`src/rtl/wbr_sd2_segment.sv`:
```
// Wrapper boundary register segment: WIDTH shift/update cells on one serial path,
// with safe-value override, reload path, shift-occupancy counter and sticky control-conflict flag.

module wbr_sd2_cell (
    input  logic clk,
    input  logic arst,
    input  logic shift,
    input  logic capture,
    input  logic transfer,
    input  logic update,
    input  logic si,
    input  logic cap_d,
    output logic s_q,
    output logic u_q
);
    // Update samples the pre-edge shift bit regardless of which shift-stage op wins.
    always_ff @(posedge clk) begin
        if (arst) begin
            s_q <= 1'b0;
            u_q <= 1'b0;
        end else begin
            if (shift)
                s_q <= si;
            else if (capture)
                s_q <= cap_d;
            else if (transfer)
                s_q <= u_q;
            if (update)
                u_q <= s_q;
        end
    end
endmodule

module wbr_sd2_segment #(
    parameter int                 WIDTH      = 8,
    parameter logic [WIDTH-1:0]   SAFE_VALUE = {WIDTH{1'b0}},
    localparam int                CW         = $clog2(WIDTH + 1)
) (
    input  logic             clk,
    input  logic             arst,
    input  logic [WIDTH-1:0] cfi,
    output logic [WIDTH-1:0] cfo,
    input  logic             cti,
    output logic             cto,
    input  logic             shift,
    input  logic             capture,
    input  logic             transfer,
    input  logic             update,
    input  logic             io_face,
    input  logic             mode,
    input  logic             safe,
    output logic [CW-1:0]    shift_cnt,
    output logic             seg_full,
    output logic             ctl_err
);
    localparam logic [CW-1:0] CNT_MAX = CW'(WIDTH);

    logic [WIDTH-1:0] sreg;
    logic [WIDTH-1:0] ureg;
    logic [WIDTH-1:0] ser_in;
    logic [WIDTH-1:0] cap_d;
    logic             conflict;

    assign ser_in = {sreg[WIDTH-2:0], cti};
    // io_face=1 observes the value currently driven toward the core, safe override included.
    assign cap_d  = io_face ? cfo : cfi;

    always_comb begin
        cfo = cfi;
        if (mode)
            cfo = safe ? SAFE_VALUE : ureg;
    end

    for (genvar i = 0; i < WIDTH; i++) begin : g_cell
        wbr_sd2_cell u_cell (
            .clk      (clk),
            .arst     (arst),
            .shift    (shift),
            .capture  (capture),
            .transfer (transfer),
            .update   (update),
            .si       (ser_in[i]),
            .cap_d    (cap_d[i]),
            .s_q      (sreg[i]),
            .u_q      (ureg[i])
        );
    end

    assign cto      = sreg[WIDTH-1];
    assign seg_full = (shift_cnt == CNT_MAX);
    assign conflict = (shift & capture) | (shift & transfer) | (capture & transfer);

    always_ff @(posedge clk) begin
        if (arst) begin
            shift_cnt <= '0;
            ctl_err   <= 1'b0;
        end else begin
            if (shift) begin
                if (shift_cnt != CNT_MAX)
                    shift_cnt <= shift_cnt + 1'b1;
            end else if (capture || transfer) begin
                shift_cnt <= '0;
            end
            if (conflict)
                ctl_err <= 1'b1;
        end
    end
endmodule

```
`config.mk`:
```
export PLATFORM = sky130hd
export DESIGN_NAME = wbr_sd2_segment
export DESIGN_NICKNAME = d
export VERILOG_FILES = /design/src/rtl/wbr_sd2_segment.sv
export SDC_FILE = /design/constraint.sdc
export NUM_CORES = 1
export LEC_CHECK = 0
export ABC_AREA = 1
export CELL_PAD_IN_SITES_DETAIL_PLACEMENT = 0
export CELL_PAD_IN_SITES_GLOBAL_PLACEMENT = 1
export CORE_MARGIN = 4
export CORE_UTILIZATION = 29
export CTS_CLUSTER_SIZE = 40
export DETAILED_ROUTE_END_ITERATION = 10
export PLACE_DENSITY_LB_ADDON = 0.1
export REMOVE_ABC_BUFFERS = 1
export SLEW_MARGIN = 0
export SYNTH_ARGS = -nofsm -noshare
export SYNTH_HDL_FRONTEND = slang
export SYNTH_SLANG_ARGS = --single-unit
```
`constraint.sdc`:
```
create_clock -name clk -period 1.15 [get_ports clk]
set_clock_uncertainty 0.05 [all_clocks]
set_input_delay 0.23 -clock clk [delete_from_list [all_inputs] [get_ports clk]]
set_output_delay 0.23 -clock clk [all_outputs]
set_load 0.01 [all_outputs]
```
==> impl_results.html, run 1 <==
<table>
<tr><th>Metric</th><th>Value</th></tr>
<tr><th colspan="2">Outcome</th></tr>
<tr><td>Outcome</td><td>complete, but fails checks</td></tr>
<tr><td>Violated checks</td><td>setup timing</td></tr>
<tr><th colspan="2">Yosys</th></tr>
<tr><td>Seq cells post-synth</td><td>21</td></tr>
<tr><td>Total of warnings raised by yosys</td><td>0</td></tr>
<tr><td>Cell area after technology mapping</td><td>1240 um^2</td></tr>
<tr><td>Post-synthesis sequential area ratio</td><td>0.339</td></tr>
<tr><td>Number of unique standard cell types used by synthesis</td><td>18</td></tr>
<tr><td>Dominant cells by area after synthesis</td><td>sky130_fd_sc_hd__dfxtp_1 34%, sky130_fd_sc_hd__nand2_1 20%, sky130_fd_sc_hd__nor2_1 9.4%</td></tr>
<tr><td>Post-Syn Area per Cell</td><td>6.08 um^2</td></tr>
<tr><td>Post-Synthesis Cells</td><td>204</td></tr>
<tr><td>Top cell type's share of synthesized area</td><td>0.339</td></tr>
<tr><td>Biggest area consumer among synthesized cells</td><td>sky130_fd_sc_hd__dfxtp_1</td></tr>
<tr><th colspan="2">Timing</th></tr>
<tr><td>Top achievable clock speed</td><td>766 MHz</td></tr>
<tr><td>RSZ-0062 raised after global routing</td><td>yes</td></tr>
<tr><td>Count of final setup violators</td><td>7</td></tr>
<tr><td>Final TNS setup</td><td>-0.217 ns</td></tr>
<tr><td>Slew at the pin with the worst max-slew slack</td><td>0.236 ns</td></tr>
<tr><td>Setup slack of the critical path after layout</td><td>-0.155 ns</td></tr>
<tr><td>Post-layout minimum cycle time</td><td>between 1 and 1.5 ns</td></tr>
<tr><td>Max_slew headroom</td><td>0.842</td></tr>
<tr><td>Number of pins exceeding their max-slew limit in the final report</td><td>0</td></tr>
<tr><td>Hold Violations, Final</td><td>0</td></tr>
<tr><td>Final period utilization</td><td>1.13</td></tr>
<tr><th colspan="2">Layout</th></tr>
<tr><td>Fin area</td><td>2100 um^2</td></tr>
<tr><td>Flip-flop and latch area</td><td>~440 um^2</td></tr>
<tr><td>Antenna diode count</td><td>0</td></tr>
<tr><td>Synth-to-Final Area Change</td><td>69.1%</td></tr>
<tr><td>Fraction of layout instances using a drive strength above 1</td><td>0.369</td></tr>
<tr><td>Count of nets after finishing</td><td>292</td></tr>
<tr><td>Fillers</td><td>417</td></tr>
<tr><td>Area occupied by multi-input gates</td><td>roughly 810 um^2</td></tr>
<tr><th colspan="2">Die</th></tr>
<tr><td>Starting density of the core</td><td>0.306</td></tr>
<tr><td>Boundary pin count</td><td>33</td></tr>
<tr><td>Area of the die</td><td>5390 um^2</td></tr>
<tr><td>Die Y</td><td>73.4 um</td></tr>
<tr><td>Horizontal die dimension</td><td>73.4 um</td></tr>
<tr><td>Total number of placement rows</td><td>23</td></tr>
<tr><td>Floorplan core area</td><td>4060 um^2</td></tr>
<tr><th colspan="2">Critical path</th></tr>
<tr><td>Type of the worst setup path</td><td>register to output pin</td></tr>
<tr><td>Required time reported for the critical path endpoint</td><td>0.87 ns</td></tr>
<tr><td>Endpoint type of the worst setup path</td><td>output pin</td></tr>
<tr><td>Worst-path fanout max</td><td>2</td></tr>
<tr><td>Data arrival, critical path</td><td>around 1.0 ns</td></tr>
<tr><td>Worst Setup Start Kind</td><td>register</td></tr>
<tr><th colspan="2">Power</th></tr>
<tr><td>Sw power</td><td>between 500 and 600 uW</td></tr>
<tr><td>Pwr per Cell Area</td><td>872 nW/um^2</td></tr>
<tr><td>Leakage power of the design</td><td>0.00101 uW</td></tr>
<tr><td>Tot Pwr</td><td>about 1800 uW</td></tr>
<tr><td>Power share of the sequential group</td><td>0.440</td></tr>
<tr><td>Clock share of power</td><td>0.272</td></tr>
<tr><td>Maximum vdd drop</td><td>536 uV</td></tr>
<tr><td>Power share of the combinational group</td><td>0.289</td></tr>
<tr><td>Switching fraction of total power</td><td>0.301</td></tr>
<tr><td>Int Pwr</td><td>1280 uW</td></tr>
<tr><th colspan="2">Clocking</th></tr>
<tr><td>Clock sink count</td><td>21</td></tr>
<tr><td>Clk Latency, worst-skew pair</td><td>between 0.2 and 0.3 ns</td></tr>
<tr><td>Number of buffers added by the clock tree synthesis step</td><td>3</td></tr>
<tr><td>Clock edge transition at the registers on the reported setup and hold paths</td><td>0.08 ns</td></tr>
<tr><td>Post-CTS Hold Fix Bufs</td><td>0</td></tr>
<tr><td>TritonCTS clock tree</td><td>yes</td></tr>
<tr><td>Root buf cell</td><td>sky130_fd_sc_hd__clkbuf_8</td></tr>
<tr><td>Maximum count of clock buffers along a single path</td><td>2</td></tr>
<tr><td>H-tree lvl count</td><td>1</td></tr>
<tr><th colspan="2">Global routing</th></tr>
<tr><td>Via count of the first global-routing pass</td><td>1442</td></tr>
<tr><td>Largest net degree at the start of global routing</td><td>18</td></tr>
<tr><td>Overflow left after global routing</td><td>0</td></tr>
<tr><td>Initial antenna violation count</td><td>0</td></tr>
<tr><td>First-pass GRT wire length</td><td>between 6000 and 7000 um</td></tr>
<tr><td>Total GRT Usage</td><td>0.159</td></tr>
<tr><th colspan="2">Routing</th></tr>
<tr><td>Final antenna-violating net count</td><td>0</td></tr>
<tr><td>Vias per inst</td><td>approximately 4.6</td></tr>
<tr><td>Length of routed met2 wiring</td><td>1980 um</td></tr>
<tr><td>Wire length on met1</td><td>1970 um</td></tr>
<tr><td>Iteration count of the initial detailed-routing pass</td><td>6</td></tr>
<tr><td>DR top layer</td><td>met4</td></tr>
<tr><td># DRC</td><td>0</td></tr>
<tr><td>Detailed Route Iter0 Violations</td><td>56</td></tr>
<tr><td>Detail-routed net length per standard cell</td><td>12.9 um</td></tr>
<tr><td>Detailed Route WL</td><td>4130 um</td></tr>
<tr><td>Wire length on met3</td><td>between 150 and 200 um</td></tr>
<tr><td>Total via count after detailed routing</td><td>1484</td></tr>
<tr><th colspan="2">Min path</th></tr>
<tr><td>Class of the tightest hold or removal check</td><td>input port to register</td></tr>
<tr><th colspan="2">Placement</th></tr>
<tr><td>Count of input and output buffers</td><td>32</td></tr>
<tr><td>Final GP Congestion</td><td>0.813</td></tr>
<tr><td>Placement Cell Area</td><td>1860 um^2</td></tr>
<tr><td>Half-perimeter wire length of the detailed placement result</td><td>2770 um</td></tr>
<tr><th colspan="2">Run</th></tr>
<tr><td>Max-capacitance violation count</td><td>0</td></tr>
</table>
==> logic make-up (layout without fill, tap and decap cells) <==
| family | Yosys count | after routing | synth area share |
|---|---|---|---|
| flops | 21 | 21 | 0.339 |
| compound gates | 32 | 32 | 0.148 |
| fa+ha+maj | 2 | 2 | 0.0202 |
| buf+inv | 28 | 95 | 0.0917 |
| simple gates | 121 | 121 | 0.401 |
==> area by class of cell <==
class	instances	share of cell area
multi-input combinational	155	0.388
clock inverter	1	0.00239
inverter	20	0.0370
clock buffer	3	0.0197
sequential	21	0.208
timing repair buffer	71	0.315
tap	50	0.0298
==> worst max-delay path, cell delays in order, from the launching register on <==
cell and delay [ns]:
sky130_fd_sc_hd__dfxtp_2 0.35, sky130_fd_sc_hd__inv_2 0.05, sky130_fd_sc_hd__ha_4 0.16, sky130_fd_sc_hd__nand3_4 0.07, sky130_fd_sc_hd__inv_2 0.04, sky130_fd_sc_hd__buf_6 0.11
==> per-layer routing <==
metal / global-route usage / vias up
met5: 0 / -
met4: 0.0382 / 0
met3: 0.0246 / 2
met2: 0.261 / 23
met1: 0.218 / 669
li1: - / 790
==> per-stage QoR <==
stage | setup slack (ns) | util | hold slack [ns] | cells
2_1_floorplan | -0.0568 | - | 0.249 | 196
3_3_place_gp | -0.772 | 0.458 | 0.413 | 306
3_5_place_dp | -0.788 | 0.458 | 0.418 | 306
4_1_cts | -0.178 | 0.488 | 0.416 | 319
5_1_grt | -0.203 | 0.517 | 0.383 | 321
6_report | -0.155 | 0.517 | 0.371 | 321
==> sequential cells by signal, indices dropped and copies added (netlist names) <==
name               count
shift_cnt              4
g_cell.u_cell.s_q      8
ctl_err                1
g_cell.u_cell.u_q      8
==> path summary, 6_finish.rpt <==
path	start	to	slack [ns]	cells after the start
max	shift_cnt[1]$_SDFFE_PP0P_	seg_full	-0.15	5
min	transfer	ctl_err$_SDFFE_PP0P_	0.37	4
max reg2reg	shift_cnt[1]$_SDFFE_PP0P_	shift_cnt[0]$_SDFFE_PP0P_	-0.04	7
min reg2reg	g_cell[3].u_cell.s_q$_SDFFE_PP0P_	g_cell[3].u_cell.u_q$_SDFFE_PP0P_	0.42	2
==> synth_stat cells, drive strengths merged <==
library cell / number
a211oi: 8
a21oi: 12
buf: 4
clkbuf: 4
dfxtp: 21
ha: 2
inv: 20
nand2: 68
nand3: 19
nand4: 2
nor2: 32
o21ai: 12
==> power by group through the flow <==
| stage | Clock (uW) | Sequential (uW) | Combinational (uW) |
|---|---|---|---|
| detailed placement | 0 | 813 | 486 |
| finish | 497 | 805 | 528 |
| floorplan | 0 | 817 | 178 |
| global route | 545 | 811 | 582 |
| CTS | 521 | 804 | 493 |
| global placement | 0 | 813 | 478 |
==> timing repair <==
action / CTS / global route
gates cloned: 0 / 1
setup buffers: 9 / 1
setup endpoints to repair: 27 / 27
endpoints found under the hold margin: 0 / 0
resized for setup: 107 / 27
pin swaps: 9 / 4
==> cells in the final DEF (no fill, tap or decap), types with 9 or more instances in the layout <==
| cell type | instances |
|---|---|
| sky130_fd_sc_hd__a21oi_1 | 11 |
| sky130_fd_sc_hd__buf_4 | 28 |
| sky130_fd_sc_hd__buf_6 | 11 |
| sky130_fd_sc_hd__dfxtp_1 | 9 |
| sky130_fd_sc_hd__dfxtp_2 | 12 |
| sky130_fd_sc_hd__dlygate4sd2_1 | 10 |
| sky130_fd_sc_hd__inv_1 | 12 |
| sky130_fd_sc_hd__nand2_1 | 64 |
| sky130_fd_sc_hd__nand3_1 | 10 |
| sky130_fd_sc_hd__nor2_1 | 29 |
(Power assumes the default switching activity.)
==> run 2, diff against run 1 <==
CTS_CLUSTER_DIAMETER = 80   (was default)
==> results of run 2 <==
Final layout, timing and power as in run 1 (identical DEF).
==> run 3, diff against run 2 <==
CORE_UTILIZATION = 30   (was 29)
CTS_BUF_LIST = sky130_fd_sc_hd__clkbuf_8   (was default)
==> run 3 against run 2 <==
Compared with the run above:
- the run still ends with setup timing left
- power is essentially flat
- global-route usage up 0.33 points
- routed wire length decreased by 0.15%
- die area decreased by 3.0%
- final area is 1.1% lower
- critical path type unchanged
==> impl_results.html, run 3 (synthesis gave the netlist of run 1 again) <==
<table>
<tr><th>Metric</th><th>Value</th></tr>
<tr><th colspan="2">Layout</th></tr>
<tr><td>Fin area</td><td>roughly 2100 um^2</td></tr>
<tr><td>Leading cell type in the layout, fill and taps excluded</td><td>sky130_fd_sc_hd__nand2_1</td></tr>
<tr><td>Fraction of layout instances using a drive strength above 1</td><td>0.373</td></tr>
<tr><td>Registers with the most flip-flops</td><td>g_cell.u_cell.s_q (8), g_cell.u_cell.u_q (8), shift_cnt (4)</td></tr>
<tr><td>Synth-to-Final Area Change</td><td>67.1%</td></tr>
<tr><td>Count of nets after finishing</td><td>~300</td></tr>
<tr><td>Commonest cells after routing, fill and taps aside</td><td>62 x sky130_fd_sc_hd__nand2_1, 38 x sky130_fd_sc_hd__buf_4, 28 x sky130_fd_sc_hd__nor2_1</td></tr>
<tr><td>Antenna diode count</td><td>0</td></tr>
<tr><td>Non-filler cells, final</td><td>326</td></tr>
<tr><th colspan="2">Clocking</th></tr>
<tr><td>Clock sink count</td><td>21</td></tr>
<tr><td>Clock edge transition at the registers on the reported setup and hold paths</td><td>0.09 ns</td></tr>
<tr><td>Root buf cell</td><td>sky130_fd_sc_hd__clkbuf_8</td></tr>
<tr><td>H-tree lvl count</td><td>1</td></tr>
<tr><td>Post-CTS Hold Fix Bufs</td><td>0</td></tr>
<tr><td>Number of buffers added by the clock tree synthesis step</td><td>3</td></tr>
<tr><td>Maximum count of clock buffers along a single path</td><td>2</td></tr>
<tr><td>TritonCTS clock tree</td><td>yes</td></tr>
<tr><td>Clk Latency, worst-skew pair</td><td>between 0.2 and 0.3 ns</td></tr>
<tr><th colspan="2">Critical path</th></tr>
<tr><td>Cells on worst reg2reg path</td><td>9</td></tr>
<tr><td>Slowest stage delay, CP</td><td>0.34 ns</td></tr>
<tr><td>Required time reported for the critical path endpoint</td><td>just under 0.9 ns</td></tr>
<tr><td>Startpoint of the worst-slack reg-to-reg timing path</td><td>shift_cnt[0]$_SDFFE_PP0P_</td></tr>
<tr><td>Most used cell, CP</td><td>sky130_fd_sc_hd__inv_2</td></tr>
<tr><td>Top delay family on crit path</td><td>flip-flops</td></tr>
<tr><td>Critical Path Start</td><td>shift_cnt[0]$_SDFFE_PP0P_</td></tr>
<tr><td>Worst-path fanout max</td><td>2</td></tr>
<tr><td>Type of the worst setup path</td><td>register to output pin</td></tr>
<tr><td>Endpoint type of the worst setup path</td><td>output pin</td></tr>
<tr><td>Data arrival, critical path</td><td>1.02 ns</td></tr>
<tr><td>End of the critical path</td><td>seg_full</td></tr>
<tr><td>Buf+Inv Stages, Crit Path</td><td>3</td></tr>
<tr><td>Worst Setup Start Kind</td><td>register</td></tr>
<tr><td>Depth of the critical timing path with buffers and inverters included</td><td>5</td></tr>
<tr><td>Series of cell instances along the critical path</td><td>inv_2 &gt; ha_4 &gt; nand3_4 &gt; inv_2 &gt; buf_6</td></tr>
<tr><td>Critical-path top delay cell</td><td>sky130_fd_sc_hd__dfxtp_2</td></tr>
<tr><td>Worst reg2reg path endpoint</td><td>shift_cnt[1]$_SDFFE_PP0P_</td></tr>
<tr><td>Reg-to-reg slack, setup</td><td>-0.14 ns</td></tr>
<tr><th colspan="2">Placement</th></tr>
<tr><td>Half-perimeter wire length of the detailed placement result</td><td>just under 3000 um</td></tr>
<tr><td>Final GP Congestion</td><td>0.839</td></tr>
<tr><td>Count of input and output buffers</td><td>32</td></tr>
<tr><td>DP Cell Count</td><td>310</td></tr>
<tr><td>Placement Cell Area</td><td>~1900 um^2</td></tr>
<tr><th colspan="2">Die</th></tr>
<tr><td>Area of the die</td><td>5230 um^2</td></tr>
<tr><td>Floorplan core area</td><td>4000 um^2</td></tr>
<tr><td>Horizontal die dimension</td><td>slightly above 70 um</td></tr>
<tr><td>Total number of placement rows</td><td>23</td></tr>
<tr><td>Die Y</td><td>72.3 um</td></tr>
<tr><td>Starting density of the core</td><td>0.310</td></tr>
<tr><td>Boundary pin count</td><td>33</td></tr>
<tr><th colspan="2">Routing</th></tr>
<tr><td>Detailed Route Iter0 Violations</td><td>40</td></tr>
<tr><td>Detail-routed net length per standard cell</td><td>12.7 um</td></tr>
<tr><td># DRC</td><td>0</td></tr>
<tr><td>Final antenna-violating net count</td><td>0</td></tr>
<tr><td>Total via count after detailed routing</td><td>around 1600</td></tr>
<tr><td>Iteration count of the initial detailed-routing pass</td><td>4</td></tr>
<tr><td>Vias per inst</td><td>4.80</td></tr>
<tr><td>Detailed Route WL</td><td>4130 um</td></tr>
<tr><th colspan="2">Global routing</th></tr>
<tr><td>Largest net degree at the start of global routing</td><td>20</td></tr>
<tr><td>Overflow left after global routing</td><td>0</td></tr>
<tr><td>First-pass GRT wire length</td><td>6800 um</td></tr>
<tr><td>Initial antenna violation count</td><td>0</td></tr>
<tr><td>Met2 Use GR</td><td>0.291</td></tr>
<tr><td>Via count of the first global-routing pass</td><td>1617</td></tr>
<tr><td>GR met3 Demand/Resource</td><td>0.0277</td></tr>
<tr><td>Global routing met1 resource utilization</td><td>0.189</td></tr>
<tr><td>Total GRT Usage</td><td>0.162</td></tr>
<tr><td>Most heavily used metal layer in global routing</td><td>met2</td></tr>
<tr><th colspan="2">Run</th></tr>
<tr><td>Max-capacitance violation count</td><td>0</td></tr>
<tr><th colspan="2">Timing</th></tr>
<tr><td>RSZ-0062 raised after global routing</td><td>yes</td></tr>
<tr><td>Worst hold margin</td><td>0.419 ns</td></tr>
<tr><td>Hold Violations, Final</td><td>0</td></tr>
<tr><td>Slew at the pin with the worst max-slew slack</td><td>0.290 ns</td></tr>
<tr><td>Max_slew headroom</td><td>0.805</td></tr>
<tr><td>Top achievable clock speed</td><td>771 MHz</td></tr>
<tr><td>Count of final setup violators</td><td>6</td></tr>
<tr><td>Final period utilization</td><td>1.13</td></tr>
<tr><td>Number of pins exceeding their max-slew limit in the final report</td><td>0</td></tr>
<tr><td>Post-layout minimum cycle time</td><td>approximately 1.3 ns</td></tr>
<tr><td>Setup slack of the critical path after layout</td><td>-0.146 ns</td></tr>
<tr><th colspan="2">Power</th></tr>
<tr><td>Maximum vdd drop</td><td>369 uV</td></tr>
<tr><td>Leakage power of the design</td><td>0.000994 uW</td></tr>
<tr><td>Pwr per Cell Area</td><td>883 nW/um^2</td></tr>
<tr><th colspan="2">Min path</th></tr>
<tr><td>Class of the tightest hold or removal check</td><td>register to register</td></tr>
<tr><th colspan="2">Outcome</th></tr>
<tr><td>Outcome</td><td>complete, but fails checks</td></tr>
<tr><td>Violated checks</td><td>setup timing</td></tr>
</table>
==> run 3: cell types whose count changed in the layout (fill, tap and decap cells not counted), sizes merged <==
cell,previous run,this run
clkdlybuf4s50,3,4
inv,20,21
clkinv,1,0
clkbuf,6,3
dlymetal6s2s,2,0
clkdlybuf4s15,1,3
buf,52,58
dlygate4sd2,10,11
==> run 3: layer usage <==
metal | vias to the layer above | wire [um]
li1 | 794 | -
met1 | 720 | 1720
met2 | 45 | 2090
met3 | 6 | 237
met4 | 0 | 71
met5 | - | 0
==> run 3: worst register-to-register path: stages, from the launching register on <==
cell	delay, ns
sky130_fd_sc_hd__dfxtp_2	0.33
sky130_fd_sc_hd__inv_2	0.07
sky130_fd_sc_hd__ha_4	0.15
sky130_fd_sc_hd__nand3_4	0.06
sky130_fd_sc_hd__buf_4	0.14
sky130_fd_sc_hd__buf_6	0.12
sky130_fd_sc_hd__nand2_4	0.06
sky130_fd_sc_hd__nand2_4	0.07
sky130_fd_sc_hd__nor2_4	0.09
sky130_fd_sc_hd__nor2_1	0.05
==> run 3: final cells by class <==
cell class	instances	area, um^2
Fill cell	400	1930
Sequential cell	21	435
Tap cell	50	62.6
Timing Repair Buffer	76	636
Clock buffer	3	41.3
Clock inverter	1	3.75
Inverter	20	82.6
Multi-Input combinational cell	155	813
==> run 3: how the worst min path moves through the flow <==
stage | end | depth (start not counted) | from
3_5_place_dp | g_cell[1].u_cell.u_q$_SDFFE_PP0P_ | 2 | g_cell[1].u_cell.s_q$_SDFFE_PP0P_
6_report | g_cell[1].u_cell.u_q$_SDFFE_PP0P_ | 2 | g_cell[1].u_cell.s_q$_SDFFE_PP0P_
3_3_place_gp | g_cell[7].u_cell.u_q$_SDFFE_PP0P_ | 2 | g_cell[7].u_cell.s_q$_SDFFE_PP0P_
4_1_cts | g_cell[1].u_cell.u_q$_SDFFE_PP0P_ | 2 | g_cell[1].u_cell.s_q$_SDFFE_PP0P_
5_1_grt | g_cell[7].u_cell.u_q$_SDFFE_PP0P_ | 2 | g_cell[7].u_cell.s_q$_SDFFE_PP0P_
2_1_floorplan | ctl_err$_SDFFE_PP0P_ | 1 | arst
==> run 3: timing repair <==
action                                 4_1_cts  5_1_grt
setup endpoints to repair                   28       18
endpoints found under the hold margin        0        0
setup buffers                               11        3
cloned                                       0        0
pin swaps                                   13        9
gates resized for setup                    113       18
==> run 3: per-stage QoR <==
stage	setup TNS, ns	worst slack [ns]	total power (uW)	util
6_report	-0.614	-0.146	1830	0.519
5_1_grt	-1.38	-0.209	1930	0.519
3_5_place_dp	-13.08	-0.775	1290	0.463
2_1_floorplan	-0.139	-0.0568	996	-
3_3_place_gp	-12.53	-0.748	1280	0.463
4_1_cts	-0.374	-0.171	1820	0.501
==> run 3: power breakdown <==
part           switching, uW  internal [uW]  leakage, uW
Clock                    264            238    0.0000269
Sequential              26.6            777     0.000178
Combinational            266            258     0.000789
